**config.mk**
```make
export PLATFORM = sky130hd
export DESIGN_NAME = video_timing_gen
export DESIGN_NICKNAME = d
export VERILOG_FILES = /design/src/rtl/video_timing_gen.sv
export SDC_FILE = /design/constraint.sdc
export NUM_CORES = 1
export LEC_CHECK = 0
export CAP_MARGIN = 10
export CORE_ASPECT_RATIO = 2
export CORE_MARGIN = 2
export CORE_UTILIZATION = 41
export DETAILED_ROUTE_END_ITERATION = 10
export PLACE_DENSITY = 0.86
export SLEW_MARGIN = 20
export SYNTH_ARGS = -nofsm -noshare
export SYNTH_HDL_FRONTEND = slang
export SYNTH_SLANG_ARGS = --single-unit
```
**constraint.sdc**
```tcl
create_clock -name clk -period 3.8 [get_ports clk]
set_input_delay 1.14 -clock clk [delete_from_list [all_inputs] [get_ports clk]]
set_output_delay 1.14 -clock clk [all_outputs]
set_load 0.05 [all_outputs]
```
**src/rtl/video_timing_gen.sv**
```systemverilog
// Raster timing generator: h/v counters, syncs, data enable and frame strobes, all registered against the same (x,y).
// Optional runtime timing handshake under VTG_RUNTIME_CFG_EN; the default build uses parameter timing only.
module video_timing_gen #(
  parameter int H_ACTIVE = 640,
  parameter int H_FP     = 16,
  parameter int H_SYNC   = 96,
  parameter int H_BP     = 48,
  parameter int V_ACTIVE = 480,
  parameter int V_FP     = 10,
  parameter int V_SYNC   = 2,
  parameter int V_BP     = 33,
  parameter bit HS_POL   = 1'b0,
  parameter bit VS_POL   = 1'b0,
  parameter int CW       = 12
) (
  input  logic          clk,
  input  logic          reset,
  input  logic          en,
  input  logic          cfg_valid,
  input  logic [CW-1:0] cfg_h_active,
  input  logic [CW-1:0] cfg_h_fp,
  input  logic [CW-1:0] cfg_h_sync,
  input  logic [CW-1:0] cfg_h_bp,
  input  logic [CW-1:0] cfg_v_active,
  input  logic [CW-1:0] cfg_v_fp,
  input  logic [CW-1:0] cfg_v_sync,
  input  logic [CW-1:0] cfg_v_bp,
  output logic          cfg_ready,
  output logic          hsync,
  output logic          vsync,
  output logic          vde,
  output logic [CW-1:0] x,
  output logic [CW-1:0] y,
  output logic          sof,
  output logic          eol,
  output logic          eof,
  output logic          running,
  output logic [15:0]   frame_cnt
);

  localparam int TW = CW + 2;

  localparam logic [1:0] S_IDLE  = 2'd0;
  localparam logic [1:0] S_RUN   = 2'd1;
  localparam logic [1:0] S_DRAIN = 2'd2;

  logic [1:0]    state, state_nxt;
  logic [CW-1:0] h, v, h_nxt, v_nxt;
  logic          run_nxt;

  // Timing set that governs the cycle about to be registered.
  logic [CW-1:0] nxt_ha, nxt_hfp, nxt_hs, nxt_hbp;
  logic [CW-1:0] nxt_va, nxt_vfp, nxt_vs, nxt_vbp;

`ifdef VTG_RUNTIME_CFG_EN
  logic [CW-1:0] ha_q, hfp_q, hs_q, hbp_q;
  logic [CW-1:0] va_q, vfp_q, vs_q, vbp_q;
  logic          cfg_take;

  assign cfg_take  = cfg_valid && ((state == S_IDLE) || eof);
  assign cfg_ready = cfg_take && !reset;

  always_ff @(posedge clk or posedge reset) begin
    if (reset) begin
      ha_q  <= CW'(H_ACTIVE);
      hfp_q <= CW'(H_FP);
      hs_q  <= CW'(H_SYNC);
      hbp_q <= CW'(H_BP);
      va_q  <= CW'(V_ACTIVE);
      vfp_q <= CW'(V_FP);
      vs_q  <= CW'(V_SYNC);
      vbp_q <= CW'(V_BP);
    end else if (cfg_take) begin
      ha_q  <= cfg_h_active;
      hfp_q <= cfg_h_fp;
      hs_q  <= cfg_h_sync;
      hbp_q <= cfg_h_bp;
      va_q  <= cfg_v_active;
      vfp_q <= cfg_v_fp;
      vs_q  <= cfg_v_sync;
      vbp_q <= cfg_v_bp;
    end
  end

  // Acceptance only happens in IDLE or at eof, so the next cycle is always h=0,v=0 of the new set.
  assign nxt_ha  = cfg_take ? cfg_h_active : ha_q;
  assign nxt_hfp = cfg_take ? cfg_h_fp     : hfp_q;
  assign nxt_hs  = cfg_take ? cfg_h_sync   : hs_q;
  assign nxt_hbp = cfg_take ? cfg_h_bp     : hbp_q;
  assign nxt_va  = cfg_take ? cfg_v_active : va_q;
  assign nxt_vfp = cfg_take ? cfg_v_fp     : vfp_q;
  assign nxt_vs  = cfg_take ? cfg_v_sync   : vs_q;
  assign nxt_vbp = cfg_take ? cfg_v_bp     : vbp_q;
`else
  logic cfg_unused;
  assign cfg_unused = ^{cfg_valid, cfg_h_active, cfg_h_fp, cfg_h_sync, cfg_h_bp,
                        cfg_v_active, cfg_v_fp, cfg_v_sync, cfg_v_bp};
  assign cfg_ready  = 1'b0;

  assign nxt_ha  = CW'(H_ACTIVE);
  assign nxt_hfp = CW'(H_FP);
  assign nxt_hs  = CW'(H_SYNC);
  assign nxt_hbp = CW'(H_BP);
  assign nxt_va  = CW'(V_ACTIVE);
  assign nxt_vfp = CW'(V_FP);
  assign nxt_vs  = CW'(V_SYNC);
  assign nxt_vbp = CW'(V_BP);
`endif

  // Window edges and last positions, widened so the sums cannot wrap.
  logic [TW-1:0] hs_start, hs_stop, h_last;
  logic [TW-1:0] vs_start, vs_stop, v_last;
  logic [TW-1:0] hn, vn;

  assign hs_start = TW'(nxt_ha) + TW'(nxt_hfp);
  assign hs_stop  = hs_start + TW'(nxt_hs);
  assign h_last   = hs_stop + TW'(nxt_hbp) - TW'(1);
  assign vs_start = TW'(nxt_va) + TW'(nxt_vfp);
  assign vs_stop  = vs_start + TW'(nxt_vs);
  assign v_last   = vs_stop + TW'(nxt_vbp) - TW'(1);

  always_comb begin
    state_nxt = state;
    case (state)
      S_IDLE:  if (en) state_nxt = S_RUN;
      S_RUN:   if (!en) state_nxt = S_DRAIN;
      S_DRAIN: begin
        if (en)       state_nxt = S_RUN;
        else if (eof) state_nxt = S_IDLE;
      end
      default: state_nxt = S_IDLE;
    endcase
  end

  assign run_nxt = (state_nxt != S_IDLE);

  // The registered eol/eof flags already describe the current position, so they drive the wrap.
  always_comb begin
    h_nxt = '0;
    v_nxt = '0;
    if (run_nxt && (state != S_IDLE)) begin
      if (eol) begin
        h_nxt = '0;
        v_nxt = eof ? '0 : v + CW'(1);
      end else begin
        h_nxt = h + CW'(1);
        v_nxt = v;
      end
    end
  end

  assign hn = TW'(h_nxt);
  assign vn = TW'(v_nxt);

  logic hs_on, vs_on, vde_nxt, sof_nxt, eol_nxt, eof_nxt;

  always_comb begin
    hs_on   = run_nxt && (hn >= hs_start) && (hn < hs_stop);
    vs_on   = run_nxt && (vn >= vs_start) && (vn < vs_stop);
    vde_nxt = run_nxt && (hn < TW'(nxt_ha)) && (vn < TW'(nxt_va));
    sof_nxt = run_nxt && (hn == '0) && (vn == '0);
    eol_nxt = run_nxt && (hn == h_last);
    eof_nxt = eol_nxt && (vn == v_last);
  end

  always_ff @(posedge clk or posedge reset) begin
    if (reset) begin
      state     <= S_IDLE;
      h         <= '0;
      v         <= '0;
      hsync     <= ~HS_POL;
      vsync     <= ~VS_POL;
      vde       <= 1'b0;
      sof       <= 1'b0;
      eol       <= 1'b0;
      eof       <= 1'b0;
      running   <= 1'b0;
      frame_cnt <= '0;
    end else begin
      state   <= state_nxt;
      h       <= h_nxt;
      v       <= v_nxt;
      hsync   <= hs_on ? HS_POL : ~HS_POL;
      vsync   <= vs_on ? VS_POL : ~VS_POL;
      vde     <= vde_nxt;
      sof     <= sof_nxt;
      eol     <= eol_nxt;
      eof     <= eof_nxt;
      running <= run_nxt;
      if (eof) frame_cnt <= frame_cnt + 16'd1;
    end
  end

  assign x = h;
  assign y = v;

endmodule
```
==> results of run 1 <==
cell families after synthesis:
group,count (synthesis),synth area share
compound gates,22,0.0601
xor+xnor,37,0.128
fa+ha+maj,3,0.0148
buf+inv,17,0.0295
flops,49,0.484
mux,4,0.0167
other cells,1,0.00148
simple gates,125,0.266
sequential cells by signal, indices dropped and copies added (netlist names):
signal,flops
state,2
running,1
frame_cnt,16
x,12
hsync,1
eol,1
vde,1
sof,1
y,12
vsync,1
eof,1
path summary, 6_finish.rpt:
| path | startpoint | end | slack, ns | cells after the start |
|---|---|---|---|---|
| max in group asynchronous | reset | x[0] | 1.97 | 2 |
| worst max register to register | y[0] | sof | 1.24 | 7 |
| min in group asynchronous | reset | frame_cnt[11] | 1.32 | 2 |
| worst min-delay path | frame_cnt[15] | frame_cnt[15] | 0.48 | 1 |
| worst min register to register | frame_cnt[15] | frame_cnt[15] | 0.48 | 1 |
| worst max-delay path | en | sof | 0.67 | 6 |
layout make-up:
class | instances | area [sq um]
fill | 504 | 2750
clock buffer | 5 | 125
clock inverter | 3 | 65.1
timing repair buffer | 49 | 490
sequential | 49 | 1230
tap | 63 | 78.8
inverter | 8 | 31.3
multi-input combinational | 192 | 1240
worst register-to-register path, delay by kind of cell, from the launching register on:
family / cells / cell delay (ns)
DFF: 1 / 0.52
xor gates and xnor gates: 1 / 0.18
and+or+nand+nor: 4 / 1.28
adders and majority gates: 1 / 0.28
AOI/OAI and AO/OA: 1 / 0.19
per-layer routing:
layer  wire, um  vias up  share of wire
li1           -      982              -
met1       2310      994           0.40
met2       2950       92           0.51
met3        320        9          0.056
met4        157        0          0.027
met5          0        -              0
synth_stat cells, drive strengths merged:
cell / count / area share
a41oi: 1 / 0.0034
buf: 4 / 0.0098
mux2i: 2 / 0.0079
or2: 4 / 0.0098
clkbuf: 5 / 0.0079
o2111a: 1 / 0.0044
or3: 4 / 0.0098
mux2: 2 / 0.0089
o211ai: 2 / 0.0059
a21oi: 4 / 0.0079
o31a: 2 / 0.0069
nand2: 21 / 0.031
o22ai: 1 / 0.0025
a221o: 1 / 0.0039
nor3b: 2 / 0.0059
nor2b: 2 / 0.0049
xor2: 11 / 0.038
and3: 4 / 0.0098
a21boi: 1 / 0.0030
o21ai: 6 / 0.012
ha: 3 / 0.015
or3b: 1 / 0.0034
nor4b: 4 / 0.020
conb: 1 / 0.0015
dfstp: 2 / 0.021
nor3: 8 / 0.016
nand3: 15 / 0.032
xnor2: 26 / 0.090
nor2: 38 / 0.056
or4: 1 / 0.0044
nand4: 10 / 0.031
and2: 2 / 0.0054
inv: 8 / 0.012
nand2b: 2 / 0.0049
nor4: 7 / 0.023
a22o: 1 / 0.0034
dfrtp: 47 / 0.46
o2111ai: 1 / 0.0034
o32ai: 1 / 0.0034
where the power goes:
| part | total [mW] | switching, mW | internal, mW |
|---|---|---|---|
| logic | 0.102 | 0.0731 | 0.0291 |
| registers | 0.541 | 0.00976 | 0.531 |
| clock network | 0.575 | 0.199 | 0.376 |
| total | 1.22 | 0.282 | 0.937 |
per-stage QoR:
stage               hold slack [ns]  worst slack, ns
floorplan                     0.477             1.31
global placement              0.462            0.497
detailed placement            0.470            0.421
CTS                           0.483            0.715
global route                  0.507            0.546
finish                        0.482            0.673
==> run summary, run 1 <==
outcome -> completed
Rows -> 40
Seq/Total Area, Yosys -> 0.484
clock insertion delay at the later pin of the skew report -> 0.29 ns
Total Power -> 1.22 mW
CP Data Required Time -> 3.96 ns
Area growth syn-to-layout -> 28.2%
RSZ-0062 raised after global routing -> false
# diodes -> 0
skew final -> 0.00361 ns
Worst Setup End Kind -> flop
fin cells -> 369
pwr dens -> 374 mW/mm^2
crit-path cells -> clkdlybuf4s50_1, o21ai_0, a22o_1, a21oi_1, or3_1, nor4b_1
GP Congestion -> 0.855
Clock transition at path regs -> 0.07 ns
Cells after DPL -> 361
met1 Usage GRT -> 0.205
first-pass GRT wire length -> 9.07 mm
Buf+Inv Stages, Crit Path -> 1
H-tree depth -> 2
P_leak -> 1.35 nW
Core Util, Final -> 0.542
post_cts resized -> 0
Final min period -> 3.13 ns
Min-Delay Path Class -> flop to flop
VDD IR-drop max -> 0.224 mV
Post-Synthesis Mean Instance Area -> 9.85 sq um
crit path DAT -> 3.29 ns
GR met3 Demand/Resource -> 0.0382
# hold bufs at CTS -> 0
grt total ovfl -> 0
Seq cells post-synth -> 49
Synth Warn # -> 0
final setup fails -> 0
die height -> 115 um
CP max stage cell -> a22o_1
final-report max-slew violation count -> 0
Initial DRC Count -> 99
initial antenna violation count -> 0
Initial Util -> 0.423
Crit path max-delay family -> compound AO/OA/AOI/OAI gates
Post-CTS Setup Repair Bufs -> 0
TritonCTS clock tree -> done
Startpoint Class -> input port
pin slew with the least headroom to its limit -> 0.845 ns
synthesized area -> 0.00254 sq mm
number of vias per cell -> 5.63
total number of vias -> 2,077
clk buf depth -> 2
Post-DP Area -> 0.00307 sq mm
crit-path max FO -> 17
Slew headroom -> 0.437
Routed Antenna Nets -> 0
Setup Crit Path Kind -> input port to flop
setup TNS -> 0 ns
Fmax -> 0.320 GHz
Die X -> 59.7 um
busiest grt layer -> met2
drt first pass iters -> 5
NumNets Final -> 408
Port Buffers -> 49
met2 Usage GRT -> 0.291
largest net degree at the start of global routing -> 50
share of cells above drive strength 1 -> 0.0784
post-route cell area -> 0.00326 sq mm
boundary pin count -> 148
Critical Path Max Stage Delay -> 0.55 ns
die area -> 0.00688 sq mm
commonest non-fill, non-tap cell in the layout -> clkdlybuf4s50_1
number of global-route vias before repair -> 1,947
DRC Markers -> 0
Post-Synthesis Cells -> 258
Global Route Usage Sum -> 0.175
MaxCap Viol Count -> 0
Core ar. -> 0.00601 sq mm
Hold Vio Cnt, Final -> 0
root buf cell -> clkbuf_16
commonest non-fill, non-tap cells in the layout -> 49 x clkdlybuf4s50_1, 47 x dfrtp_1, 38 x nor2_1
CTS sink count -> 49
drt total wl -> 5.74 mm
Syn Nets -> 361
wire length per cell -> 15.5 um
Yosys cell types -> 46
cts bufs inserted -> 5
crit share post-route -> 0.823
hpwl dp -> 4.16 mm
(Power assumes the default switching activity.)
==> inputs of run 2 (changes only) <==
- CORE_UTILIZATION: 41 -> 34
- PLACE_DENSITY: 0.86 -> 0.76
- clock period: 3.8 -> 2.7 ns (I/O delays scaled with it)
==> run 2 against run 1 <==
Clock skew increased by 0.0012 ns. Non-clock buffer count increased by 10. Routed wire length grew 3.1%. Die area increased by 19%. Critical endpoint is now eol. Largest power group is now registers. Highest routed layer unchanged.
==> run summary, run 2 (same netlist as run 1, synthesis figures left out) <==
outcome -> completed
Setup Crit Path Kind -> flop to output port
Global Route Usage Sum -> 0.151
Clock transition at path regs -> 0.07 ns
final setup fails -> 0
register area -> 0.00123 sq mm
# diodes -> 0
launching point of the worst reg2reg path -> y[0]
crit-path cells -> clkdlybuf4s50_1
initial antenna violation count -> 0
crit path DAT -> 1.80 ns
Slew headroom -> 0.652
Min-Delay Path Class -> flop to flop
Biggest register -> frame_cnt
largest net degree at the start of global routing -> 29
Hold Vio Cnt, Final -> 0
# hold bufs at CTS -> 0
Startpoint Class -> flop
Post-DP Area -> 0.00319 sq mm
Endpoint, Worst Hold -> frame_cnt[15]
pin slew with the least headroom to its limit -> 0.520 ns
worst-case reg-to-reg path depth -> 7
skew final -> 0.00484 ns
Area growth syn-to-layout -> 31.1%
commonest non-fill, non-tap cell in the layout -> clkdlybuf4s50_1
Die X -> 65.1 um
Post-CTS Setup Repair Bufs -> 0
die area -> 0.00822 sq mm
post_cts resized -> 0
RSZ-0062 raised after global routing -> false
FF-to-FF setup slack -> 0.22 ns
wire length per cell -> 14.5 um
Core ar. -> 0.00727 sq mm
Initial DRC Count -> 178
Port Buffers -> 49
number of global-route vias before repair -> 2,060
Power Internal -> 1.14 mW
max reg flops -> 16
drt total wl -> 5.91 mm
crit-path max FO -> 11
Critical Path Max Stage Delay -> 0.89 ns
CTS sink count -> 49
NumNets Final -> 418
Crit path max-delay family -> buffers and inverters
hold path depth -> 1
hold_ws -> 0.495 ns
clk buf depth -> 2
first-pass GRT wire length -> 9.63 mm
Core Util, Final -> 0.459
die height -> 126 um
GP Congestion -> 0.851
drt first pass iters -> 5
Net Sw Power -> 0.396 mW
fin cells -> 408
crit share post-route -> 0.965
boundary pin count -> 148
P_leak -> 1.38 nW
total number of vias -> 2,072
Worst Setup End Kind -> output port
MaxCap Viol Count -> 0
combinational share of power -> 0.104
commonest non-fill, non-tap cells in the layout -> 49 x clkdlybuf4s50_1, 47 x dfrtp_1, 38 x nor2_1
H-tree depth -> 2
number of vias per cell -> 5.08
VDD IR-drop max -> 0.264 mV
pwr dens -> 462 mW/mm^2
Multi-input gate area -> 0.00124 sq mm
Cells after DPL -> 400
DRC Markers -> 0
Rows -> 44
final-report max-slew violation count -> 0
sequential power share -> 0.495
Fmax -> 0.384 GHz
grt total ovfl -> 0
share of cells above drive strength 1 -> 0.108
fillers -> 715
CP max stage cell -> clkdlybuf4s50_1
CP Data Required Time -> 1.89 ns
clock insertion delay at the later pin of the skew report -> 0.29 ns
Routed Antenna Nets -> 0
hpwl dp -> 4.46 mm
Initial Util -> 0.350
Sw Share -> 0.257
HP Start -> frame_cnt[15]
post-route cell area -> 0.00333 sq mm
cts bufs inserted -> 5
FF-to-FF End -> vsync
Total Power -> 1.54 mW
TritonCTS clock tree -> done
Clock power frac -> 0.401
root buf cell -> clkbuf_16
Buf+Inv Stages, Crit Path -> 1
Final min period -> 2.61 ns
-- run 2: cell count changes in the layout (fill, tap and decap cells not counted) --
cell and change:
buf_4 +9, bufinv_16 -2, buf_12 +1, clkinvlp_4 +1, inv_2 +1
-- run 2: power by group through the flow --
stage	Combinational, mW	Sequential (mW)	Clock, mW
finish	0.159	0.762	0.617
global route	0.173	0.763	0.677
CTS	0.162	0.763	0.636
detailed placement	0.161	0.777	0
global placement	0.158	0.775	0
floorplan	0.0620	0.815	0
-- run 2: worst max-delay path by stage --
stage | from | end | cells after the start
CTS | eol | eol | 1
detailed placement | en | vsync | 6
global route | en | sof | 6
finish | eol | eol | 1
global placement | en | vsync | 6
floorplan | y[0] | vsync | 7
-- run 2: layer usage --
metal / part of all wire / GRT usage / wire length (um)
met1: 0.40 / 0.173 / 2390
met2: 0.52 / 0.264 / 3050
met3: 0.049 / 0.0277 / 290
met4: 0.030 / 0.0760 / 178
met5: 0 / 0 / 0
-- run 2: per-stage QoR --
step | worst slack, ns | setup TNS (ns)
2_1_floorplan | 0.207 | 0
3_3_place_gp | -0.0581 | -0.108
3_5_place_dp | -0.110 | -0.224
4_1_cts | 0.0715 | 0
5_1_grt | 0.00620 | 0
6_report | 0.0947 | 0
-- run 2: final cells by class --
type	count	area share
Tap cell	92	0.0345
Timing Repair Buffer	59	0.173
Inverter	8	0.00901
Clock buffer	5	0.0376
Sequential cell	49	0.369
Multi-Input combinational cell	192	0.371
Clock inverter	3	0.00526
==> variant 1: new RTL, config.mk and constraints of run 2 <==
Set the parameter `CW` to 11 (it was 12).
--- a/src/rtl/video_timing_gen.sv
+++ b/src/rtl/video_timing_gen.sv
@@ -13,3 +13,3 @@
   parameter bit VS_POL   = 1'b0,
-  parameter int CW       = 12
+  parameter int CW       = 11
 ) (
Ports: changed (10 resized); port bits go from 148 to 138. The function was not compared with the original's and may differ.
==> variant 1 against run 2 <==
- power grew 11%
- count of clock-buffer cells in the layout grew 1
- area after synthesis shrank 0.98%
- clock power grew 26%
- synthesized cell count shrank 1.2%
- utilization grew 0.49 points
- worst setup slack gained 0.049 ns
- wire length grew 1.4%
- design area grew 0.30%
- sequential cell count shrank 2
==> variant 1: results (changes against run 2) <==
Placement
  – Inst Count DP: 399 (-0.25%)
  – Post-DP Area: 0.00315 sq mm (-1.1%)
  – Place WS: -0.0676 ns (+0.0421 ns)
  – IO buf count: 47 (-4.1%)
  – DPL Wire Length: 4.58 mm (+2.7%)

Layout
  – NumNets Final: 409 (-2.2%)
  – Fillers: 658 (-8.0%)
  – Layout cells sized above 1: 11.7% (+0.99 points)

GRT
  – First-pass GRT wire length: 10.3 mm (+6.4%)
  – Overall routing resource usage: 16.0% (+0.85 points)
  – Met2 Track Usage GR: 29.1% (+2.7 points)

Detailed routing
  – Met3 routed WL: 192 um (-34%)
  – Drt initial violations: 115 (-35%)
  – Routed WL per cell: 14.7 um (+1.7%)
  – Vias/cell: 5.23 (+3.0%)
  – Met2 WL post-DR: 3.25 mm (+6.5%)
  – Vias: 2128 (+2.7%)
  – Drt first pass iters: 6 (+1)

Yosys
  – Synthesized Nets: 350 (-3.0%)
  – Commonest cells in the netlist: 45 x dfrtp_1, 24 x nor2_1, 21 x xnor2_1
  – Sequential-to-total area share from yosys stat: 46.8% (-1.5 points)

Power and ir drop
  – Peak VDD IR: 271 uV (+3.0%)
  – Leakage power figure: 0.00141 uW (+2.5%)

STA
  – Clk_skew: 0.00474 ns (-0.0000992 ns)
  – Final Critical Period: 2.56 ns (-0.0491 ns)
  – Worst-Margin Slew: 0.601 ns (+0.0812 ns)

Critical path
  – R2r setup slk: 0.39 ns (+0.17 ns)

Status
  – Status: complete, no violations
## variant 1: changes by cell type in the layout (fill, tap and decap cells not counted), sizes merged, moves of 3 or more
cell	delta
a211oi	+5
nor4b	-4
a21oi	+6
xnor2	-5
nor2	-12
nand2	-4
nand4	+3
buf	+5
a31oi	+5
## variant 1: cell families after synthesis
| group | count (synthesis) | synth area share, % |
|---|---|---|
| AOI/OAI and AO/OA | 37 | 9.45 |
| other | 1 | 0.149 |
| buffers and inverters | 20 | 4.43 |
| DFF | 47 | 46.8 |
| muxes | 1 | 0.448 |
| and+or+nand+nor | 113 | 25.7 |
| xor gates and xnor gates | 33 | 11.5 |
| adders and majority gates | 3 | 1.49 |
## variant 1: area by class of cell
type,count,area (sq um),share of cell area [%]
multi-input cells,188,1230,36.7
flip-flops and latches,47,1180,35.3
well taps,92,115,3.44
inverters,10,37.5,1.12
clock inverters,2,60.1,1.80
repair buffers,62,596,17.8
clock buffers,6,129,3.86
## variant 1: final timing paths
kind	from	to
min in group asynchronous	reset	frame_cnt[10]
max in group asynchronous	reset	vsync
min	frame_cnt[15]	frame_cnt[15]
max	eol	eol
min reg2reg	frame_cnt[15]	frame_cnt[15]
max reg2reg	x[1]	sof
## variant 1: per-stage QoR
stage          power (uW)  setup TNS [ns]
6_report             1710               0
5_1_grt              1780               0
4_1_cts              1730               0
3_5_place_dp          944          -0.137
3_3_place_gp          941          -0.136
2_1_floorplan         873               0
## variant 1: report_power, final
group          switching [uW]  internal, uW
clock                     249           531
sequential               20.6           719
combinational             121          71.2
total                     390          1320
==> variant 2: new RTL, config.mk and constraints of run 2 <==
Made on the original files. Put one more register stage on the output `frame_cnt`, with the module's reset. The value now appears one clock later. The other outputs are not delayed to match.
--- a/src/rtl/video_timing_gen.sv
+++ b/src/rtl/video_timing_gen.sv
@@ -46,2 +46,4 @@
 
+  logic [15:0] frame_cnt_s0;
+
   logic [1:0]    state, state_nxt;
@@ -177,3 +179,3 @@
       running   <= 1'b0;
-      frame_cnt <= '0;
+      frame_cnt_s0 <= '0;
     end else begin
@@ -189,3 +191,3 @@
       running <= run_nxt;
-      if (eof) frame_cnt <= frame_cnt + 16'd1;
+      if (eof) frame_cnt_s0 <= frame_cnt_s0 + 16'd1;
     end
@@ -196,2 +198,10 @@
 
+  always_ff @(posedge clk or posedge reset) begin
+    if (reset) begin
+      frame_cnt <= '0;
+    end else begin
+      frame_cnt <= frame_cnt_s0;
+    end
+  end
+
 endmodule
Function: same outputs for any inputs over 10 cycles, from zero or initial values and one cycle with reset high; that may be too few to reach the edited logic, so the function may still have changed.
==> variant 2 against run 2 <==
- sequential cell count is 16 higher
- combinational power increased by 20%
- wire length is 17% higher
- power grew 60%
- worst setup slack improved by 0.079 ns
- design area is 22% higher
- hold slack worse by 0.11 ns
- area after synthesis rose by 21%
- critical path type unchanged
- highest routed layer unchanged
==> variant 2: results (changes against run 2) <==
Layout
  – NumNets Final: 459 (+9.8%)
  – FF+latch area: 0.00163 sq mm (+33%)
  – Clock buffers: 10 (+5)
  – Fraction of area in non-clock buffers: 15.0% (-2.4 points)
  – Invs w/o clock: 16 (+8)
  – Nonclk buf count: 63 (+6.8%)
  – Fillers: 826 (+16%)
  – Comb_multi_in: 201 (+4.7%)
  – Seq cells: 65 (+33%)
  – Clock network area share: 8.12% (+3.8 points)
  – Multi-input gate area: 0.00131 sq mm (+6.0%)
  – Layout cells sized above 1: 13.6% (+2.8 points)

Yosys
  – Syn Std Cell Area: 0.00307 sq mm (+21%)
  – Commonest cells in the netlist: 63 x dfrtp_1, 35 x nor2_1, 29 x xnor2_1
  – Cell count after synthesis: 293 (+14%)
  – Sequential-to-total area share from yosys stat: 53.1% (+4.7 points)
  – Count of cell types in the netlist: 55 (+20%)
  – Synth area leaders: dfrtp_1 51%, xnor2_1 8.3%, nor2_1 4.3%

Status
  – Status: complete, no violations

Detailed routing
  – Routed WL per cell: 15.0 um (+3.2%)
  – Vias/cell: 5.19 (+2.1%)
  – Final wirelength: 6.92 mm (+17%)
  – Drt initial violations: 102 (-43%)

Critical path
  – Crit Path Max Fanout: 8 (-3)
  – Crit-path max cell delay: 0.87 ns (-0.02 ns)
  – CP arrival: 1.72 ns (-0.08 ns)

Placement
  – DPL Wire Length: 5.21 mm (+17%)
  – Inst Count DP: 447 (+12%)
  – Place WS: -0.0682 ns (+0.0415 ns)

STA
  – Worst-Margin Slew: 0.512 ns (-0.00767 ns)
  – Clk_skew: 0.00361 ns (-0.00123 ns)

Clock network
  – H-tree Lvls: 3 (+1)
  – CTS buffer count: 9 (+4)
  – CTS clock-pin slew for the worst setup and hold paths: 0.05 ns (-0.02 ns)
  – Worst-Skew Late Latency: 0.33 ns (+0.04 ns)

GRT
  – Overall routing resource usage: 15.5% (+0.33 points)
  – Largest net degree at the start of global routing: 45 (+55%)
  – First-pass GRT wire length: 11.8 mm (+22%)

Power and ir drop
  – Leakage power figure: 0.00168 uW (+22%)
  – Net Sw Frac: 23.2% (-2.6 points)
-- variant 2: cell count changes after synthesis, sizes merged, moves of 3 or more --
| cell | change |
|---|---|
| o31ai | +3 |
| buf | +4 |
| nor3 | +5 |
| dfrtp | +16 |
| inv | +8 |
| xnor2 | +3 |
| a21oi | +3 |
| a31oi | +3 |
| nand3 | +3 |
| o21ai | +3 |
| nor2 | -3 |
| nor4b | -3 |
| nand2 | -5 |
| xor2 | -3 |
-- variant 2: cells by family (layout without fill, tap and decap cells) --
logic type / Yosys count / count (layout) / synth area share, %
fa+ha+maj: 3 / 3 / 1.22
simple gates: 121 / 121 / 21.6
compound gates: 34 / 34 / 7.55
xor+xnor: 37 / 37 / 10.6
buf+inv: 27 / 95 / 4.16
flops: 65 / 65 / 53.1
other cells: 1 / 1 / 0.122
mux: 5 / 5 / 1.71
-- variant 2: worst paths after layout --
check	slack (ns)	cells past startpoint	from	to
worst max-delay path	0.17	1	x[3]	x[3]
worst min-delay path	0.39	0	frame_cnt_s0[15]	frame_cnt[15]
worst max register to register	0.27	7	x[0]	vde
worst min register to register	0.39	0	frame_cnt_s0[15]	frame_cnt[15]
max in group asynchronous	1.27	3	reset	frame_cnt[6]
min in group asynchronous	0.84	2	reset	y[0]
-- variant 2: power by group through the flow --
stage / Sequential (uW) / Combinational (uW) / Clock, uW
finish: 1010 / 191 / 1260
global placement: 1020 / 188 / 0
floorplan: 1060 / 80.5 / 0
global route: 1010 / 209 / 1330
CTS: 1010 / 194 / 1290
detailed placement: 1020 / 193 / 0
-- variant 2: per-layer routing --
metal / global-route usage, % / vias up / part of all wire, %
li1: - / 1143 / -
met1: 15.8 / 1167 / 38
met2: 27.0 / 71 / 54
met3: 3.79 / 20 / 4.3
met4: 10.1 / 0 / 4.0
met5: 0 / - / 0
